--- src/rtl/aes_gcm_feeder.sv ---
// rtl/aes_gcm_feeder.sv - AES-GCM upstream sequencer: pads AAD/payload beats, issues blocks, then drives the length block
module aes_gcm_feeder #(
    parameter int LEN_W = 61
) (
    input  logic           iClk,
    input  logic           iRstn,
    input  logic           iStart,
    input  logic [0:127]   iIn,
    input  logic [4:0]     iInBytes,
    input  logic           iInAad,
    input  logic           iInLast,
    input  logic           iInValid,
    output logic           oInReady,
    output logic           oInit,
    input  logic           iCoreReady,
    input  logic           iCoreResultValid,
    input  logic           iCoreTagValid,
    output logic [0:127]   oAad,
    output logic           oAad_valid,
    output logic           oAad_last,
    output logic [0:127]   oBlock,
    output logic           oBlock_valid,
    output logic           oBlock_last,
    output logic           oBusy
);

    typedef enum logic [2:0] {
        S_IDLE, S_HKEY, S_HKEY_WAIT, S_AAD, S_DATA_ISSUE, S_DATA_PULSE, S_DATA_WAIT, S_LEN
    } state_t;

    state_t             state_q, state_d;
    logic [LEN_W-1:0]   lena_q, lena_d, lenc_q, lenc_d;
    logic [0:127]       aad_q, aad_d, block_q, block_d;
    logic               aad_valid_q, aad_valid_d, aad_last_q, aad_last_d;
    logic               block_valid_q, block_valid_d, block_last_q, block_last_d;
    logic               in_ready, accept;
    logic [4:0]         nb;
    logic [0:127]       padded;
    logic [0:127]       len_block;

    function automatic logic [0:127] pad_beat(input logic [0:127] d, input logic [4:0] n);
        logic [0:127] r;
        r = '0;
        for (int k = 0; k < 16; k++) begin
            if (5'(k) < n) r[8*k +: 8] = d[8*k +: 8];
        end
        return r;
    endfunction

    always_comb begin
        nb        = (iInBytes > 5'd16) ? 5'd16 : iInBytes;
        padded    = pad_beat(iIn, nb);
        len_block = {64'({lena_q, 3'b000}), 64'({lenc_q, 3'b000})};
        // A beat tagged for the other section is never taken, so it cannot corrupt the counters
        case (state_q)
            S_AAD:        in_ready = iCoreReady & iInAad;
            S_DATA_ISSUE: in_ready = ~iInAad;
            default:      in_ready = 1'b0;
        endcase
        accept = iInValid & in_ready;
    end

    always_comb begin
        state_d       = state_q;
        lena_d        = lena_q;
        lenc_d        = lenc_q;
        aad_d         = aad_q;
        aad_valid_d   = 1'b0;
        aad_last_d    = 1'b0;
        block_d       = block_q;
        block_valid_d = 1'b0;
        block_last_d  = 1'b0;
        case (state_q)
            S_IDLE: begin
                if (iStart) begin
                    state_d = S_HKEY;
                    lena_d  = '0;
                    lenc_d  = '0;
                end
            end
            S_HKEY:      state_d = S_HKEY_WAIT;
            S_HKEY_WAIT: if (iCoreReady) state_d = S_AAD;
            S_AAD: begin
                if (accept) begin
                    lena_d      = lena_q + LEN_W'(nb);
                    aad_d       = padded;
                    aad_valid_d = (nb != 5'd0);
                    aad_last_d  = iInLast;
                    if (iInLast) state_d = S_DATA_ISSUE;
                end
            end
            S_DATA_ISSUE: begin
                if (accept) begin
                    lenc_d       = lenc_q + LEN_W'(nb);
                    block_d      = padded;
                    block_last_d = iInLast;
                    if (nb != 5'd0) begin
                        block_valid_d = 1'b1;
                        state_d       = S_DATA_PULSE;
                    end else if (iInLast) begin
                        state_d = S_LEN;
                    end
                end
            end
            S_DATA_PULSE: begin
                block_last_d = block_last_q;
                state_d      = S_DATA_WAIT;
            end
            S_DATA_WAIT: begin
                // block_last_q doubles as the "final payload block" flag
                if (iCoreResultValid) state_d = block_last_q ? S_LEN : S_DATA_ISSUE;
                else                  block_last_d = block_last_q;
            end
            S_LEN:   if (iCoreTagValid) state_d = S_IDLE;
            default: state_d = S_IDLE;
        endcase
    end

    always_ff @(posedge iClk) begin
        if (!iRstn) begin
            state_q       <= S_IDLE;
            lena_q        <= '0;
            lenc_q        <= '0;
            aad_q         <= '0;
            aad_valid_q   <= 1'b0;
            aad_last_q    <= 1'b0;
            block_q       <= '0;
            block_valid_q <= 1'b0;
            block_last_q  <= 1'b0;
        end else begin
            state_q       <= state_d;
            lena_q        <= lena_d;
            lenc_q        <= lenc_d;
            aad_q         <= aad_d;
            aad_valid_q   <= aad_valid_d;
            aad_last_q    <= aad_last_d;
            block_q       <= block_d;
            block_valid_q <= block_valid_d;
            block_last_q  <= block_last_d;
        end
    end

    assign oInReady     = in_ready;
    assign oInit        = (state_q != S_IDLE);
    assign oBusy        = (state_q != S_IDLE);
    assign oAad         = (state_q == S_LEN) ? len_block : aad_q;
    assign oAad_valid   = aad_valid_q;
    assign oAad_last    = aad_last_q;
    assign oBlock       = block_q;
    assign oBlock_valid = block_valid_q;
    assign oBlock_last  = block_last_q;

endmodule

--- config.mk ---
export PLATFORM = sky130hd
export DESIGN_NAME = aes_gcm_feeder
export DESIGN_NICKNAME = d
export VERILOG_FILES = /design/src/rtl/aes_gcm_feeder.sv
export SDC_FILE = /design/constraint.sdc
export NUM_CORES = 1
export LEC_CHECK = 0
export ABC_AREA = 1
export ABC_CLOCK_PERIOD_IN_PS = 5170
export BUFFER_PORTS_ARGS = -buffer_cell sky130_fd_sc_hd__buf_2
export CAP_MARGIN = 25
export CORE_MARGIN = 3
export CORE_UTILIZATION = 59
export DETAILED_ROUTE_END_ITERATION = 7
export PLACE_DENSITY_LB_ADDON = 0.2
export SLEW_MARGIN = 20
export SYNTH_ARGS = -nofsm -noshare
export SYNTH_HDL_FRONTEND = slang
export SYNTH_SLANG_ARGS = --single-unit
--- constraint.sdc ---
create_clock -name iClk -period 5.17 [get_ports iClk]
set_input_delay 0.7755 -clock iClk [delete_from_list [all_inputs] [get_ports iClk]]
set_output_delay 0.7755 -clock iClk [all_outputs]
set_load 0.01 [all_outputs]
==> impl_metrics.py <==
metrics = {
    "outcome": {
        "status": "finished, final reports clean",
    },
    "yosys": {
        "synth_xor_area_share_pct": 0.0467,
        "ys_warn_count": 0,
        "synth_top_area_share_pct": 41.1,
        "synth_top_area_cell": "dfxtp_1",
        "synthAdderAreaFrac_pct": 1.01,
        "synth_compound_area_share_pct": 19.6,
        "syn_area_per_cell_um2": 6.57,
        "synthSimpleGateAreaFrac_pct": 27.9,
        "ys_ff_latch": 385,
        "synth_seq_area_share_pct": 41.1,
        "synth_nets": 3010,
        "synth_mux_area_share_pct": 0,
        "syn_inst": 2854,
        "syn_area_um2": 18700,
        "synth_top_family_by_area": "simple AND/OR/NAND/NOR gates",
        "yosysUniqueCellTypes": 44,
        "synthTopCellsByArea": "dfxtp_1 (41%), nand2_1 (13%), o21ai_0 (10%)",
    },
    "worst_hold_path": {
        "min_path_type": "flop to flop",
    },
    "timing": {
        "worst_slew_pin_slew_ns": 1.01,
        "period_needed_ns": 3.74,
        "period_share_pct": 72.4,
        "hold_violations": 0,
        "finalSetupViolCount": 0,
        "max_freq_mhz": 267,
        "tns_ns": 0,
        "maxSlewViolCount": 0,
        "rsz0062_at_grt": "false",
        "clock-skew-final_ns": 0.0211,
        "maxSlewHeadroom_pct": 32.4,
        "setup_ws_ns": 1.43,
    },
    "die": {
        "coreArea_um2": 31000,
        "pin_count": 405,
        "die_y_um": 184,
        "num_rows": 64,
        "die-width_um": 184,
        "die_area_um2": 34000,
        "start_util_pct": 60.5,
    },
    "clocking": {
        "hold_buffers": 0,
        "cts_sinks": 385,
        "cts_resized": 0,
        "root_buffer": "clkbuf_16",
        "clkTransAtPathRegs_ns": 0.06,
        "cts-buffers-inserted": 41,
        "insertion_delay_ns": 0.55,
        "htree_levels": 2,
        "cts_tree": "done",
        "cts_setup_buffers": 0,
        "cts.path.max_buffers": 3,
    },
    "worst_setup_path": {
        "crit_path_end_kind": "primary output",
        "worstPathArrival_ns": 2.97,
        "crit_path_max_fanout": 52,
        "startpoint_type": "flop",
        "cp_data_required_time_ns": 4.39,
        "path_class": "flop to primary output",
    },
    "pwr": {
        "p_leak_nw": 9.92,
        "ir_worst_vdd_uv": 263,
        "cellPowerDensity_nw_per_um2": 317,
    },
    "global_route": {
        "grt_pass1_vias": 18700,
        "grt_max_degree": 178,
        "grt_usage_pct": 40.8,
        "grt_pass1_wl_um": 108000,
        "gr-total-overflow": 0,
        "antenna_found_initial": 3,
    },
    "placed_design": {
        "place_area_um2": 20800,
        "pre_cts_ws_ns": 1.48,
        "dp_hpwl_um": 54200,
        "port_buffers": 404,
        "gp_congestion": 1.01,
    },
    "route": {
        "drtPass1Iterations": 7,
        "routed_wl_um": 72800,
        "vias": 21200,
        "wire_per_inst_um": 20.2,
        "vias_per_cell": 5.88,
        "drcViolationCount": 0,
        "ant_nets": 0,
        "dr.first_iter.drc_count": 2900,
    },
    "flow_run": {
        "max_cap_viol_count": 0,
    },
    "final_layout": {
        "nets": 3331,
        "fin_util_pct": 71.7,
        "n_fill_cell": 2651,
        "syn_to_final_growth_pct": 18.4,
        "stdcell_area_um2": 22200,
        "drive_gt1_share_pct": 16.5,
    },
}
==> metrics by stage <==
stage	total power [mW]	hold slack, ns	instances
floorplan	3.70	0.422	2854
global placement	3.91	0.436	3527
detailed placement	3.93	0.441	3528
CTS	7.01	0.449	3601
global route	7.23	0.476	3603
finish	7.05	0.454	3603
==> critical path: stages (launching register included) <==
cell and delay, ns:
dfxtp_1 0.43, inv_1 0.22, nor2_4 0.07, inv_2 0.72, buf_4 0.40, nand2_1 0.15
o21ai_0 0.18, buf_2 0.21
==> Yosys cell counts, drive strengths merged <==
library cell / instances
a21oi: 315
fa: 2
o41ai: 1
nand3b: 10
nand3: 111
xor2: 1
and3: 4
o21ba: 1
a22oi: 1
a211oi: 2
nor4: 5
nand4: 35
inv: 346
a2bb2oi: 1
dfxtp: 385
clkbuf: 72
nor3: 58
buf: 66
and2: 4
nand2: 645
a31oi: 5
clkinv: 1
nor2: 367
a21o: 1
o21ai: 386
ha: 12
o21bai: 1
o21a: 8
or2: 8
==> path summary, 6_finish.rpt <==
kind | endpoint | from | slack [ns] | cells past startpoint
worst max-delay path | oAad[69] | state_q[2] | 1.43 | 7
worst min-delay path | aad_q[40] | aad_q[40] | 0.45 | 2
worst max register to register | oBlock[103] | state_q[2] | 1.79 | 7
worst min register to register | aad_q[40] | aad_q[40] | 0.45 | 2
==> cell families after synthesis <==
logic type | count (synthesis)
AO/OA/AOI/OAI | 722
XOR/XNOR | 1
adder cells (fa/ha/maj) | 14
buffers and inverters | 485
flip-flops | 385
AND/OR/NAND/NOR | 1247
==> cell type report <==
cell class / count / area, um2 / area share (%)
diodes: 2 / 5.00 / 0.0225
flip-flops and latches: 385 / 7710 / 34.7
well taps: 396 / 495 / 2.23
multi-input cells: 1984 / 9100 / 41.0
clock buffers: 59 / 1190 / 5.38
repair buffers: 416 / 2160 / 9.74
clock inverters: 14 / 229 / 1.03
inverters: 347 / 1310 / 5.88
==> sequential cells by signal, summed over array words and instances, names as in the netlist <==
signal / flops
oBlock: 128
oAad_last: 1
lena_q: 61
lenc_q: 61
oAad_valid: 1
oBlock_last: 1
state_q: 3
aad_q: 128
oBlock_valid: 1
==> placed cells by master (no fill, tap or decap), types with 3 or more instances in the layout <==
cell type / instances
or2_2: 8
nand3_1: 108
bufinv_16: 5
ha_1: 12
nand3b_1: 10
nor2_4: 5
o21ai_0: 383
nand2_1: 636
a31oi_1: 5
o21ai_1: 3
dfxtp_1: 385
nor3_1: 55
and3_1: 4
inv_1: 337
clkbuf_16: 42
nor2_1: 354
buf_2: 403
nor4_1: 5
clkbuf_8: 8
and2_1: 4
nand3_2: 3
clkinv_2: 6
o21a_1: 8
nand2_4: 4
nand4_1: 35
a21oi_1: 313
buf_4: 9
nand2_2: 4
clkbuf_1: 9
inv_2: 8
nor2_2: 7
==> routing by layer <==
metal	routed length, um	GRT usage [%]	vias to the layer above
li1	-	-	9839
met1	30200	58.8	9759
met2	30000	58.5	1384
met3	9290	10.7	207
met4	3310	15.5	0
met5	0	0	-
==> power breakdown <==
part	leakage (nW)	switching (mW)	internal, mW	total [mW]
clock network	0.701	1.28	1.87	3.15
registers	3.10	0.0432	3.00	3.04
logic	6.12	0.634	0.224	0.858
total	9.92	1.96	5.09	7.05
Note: power is estimated with default switching activity, not from simulation.
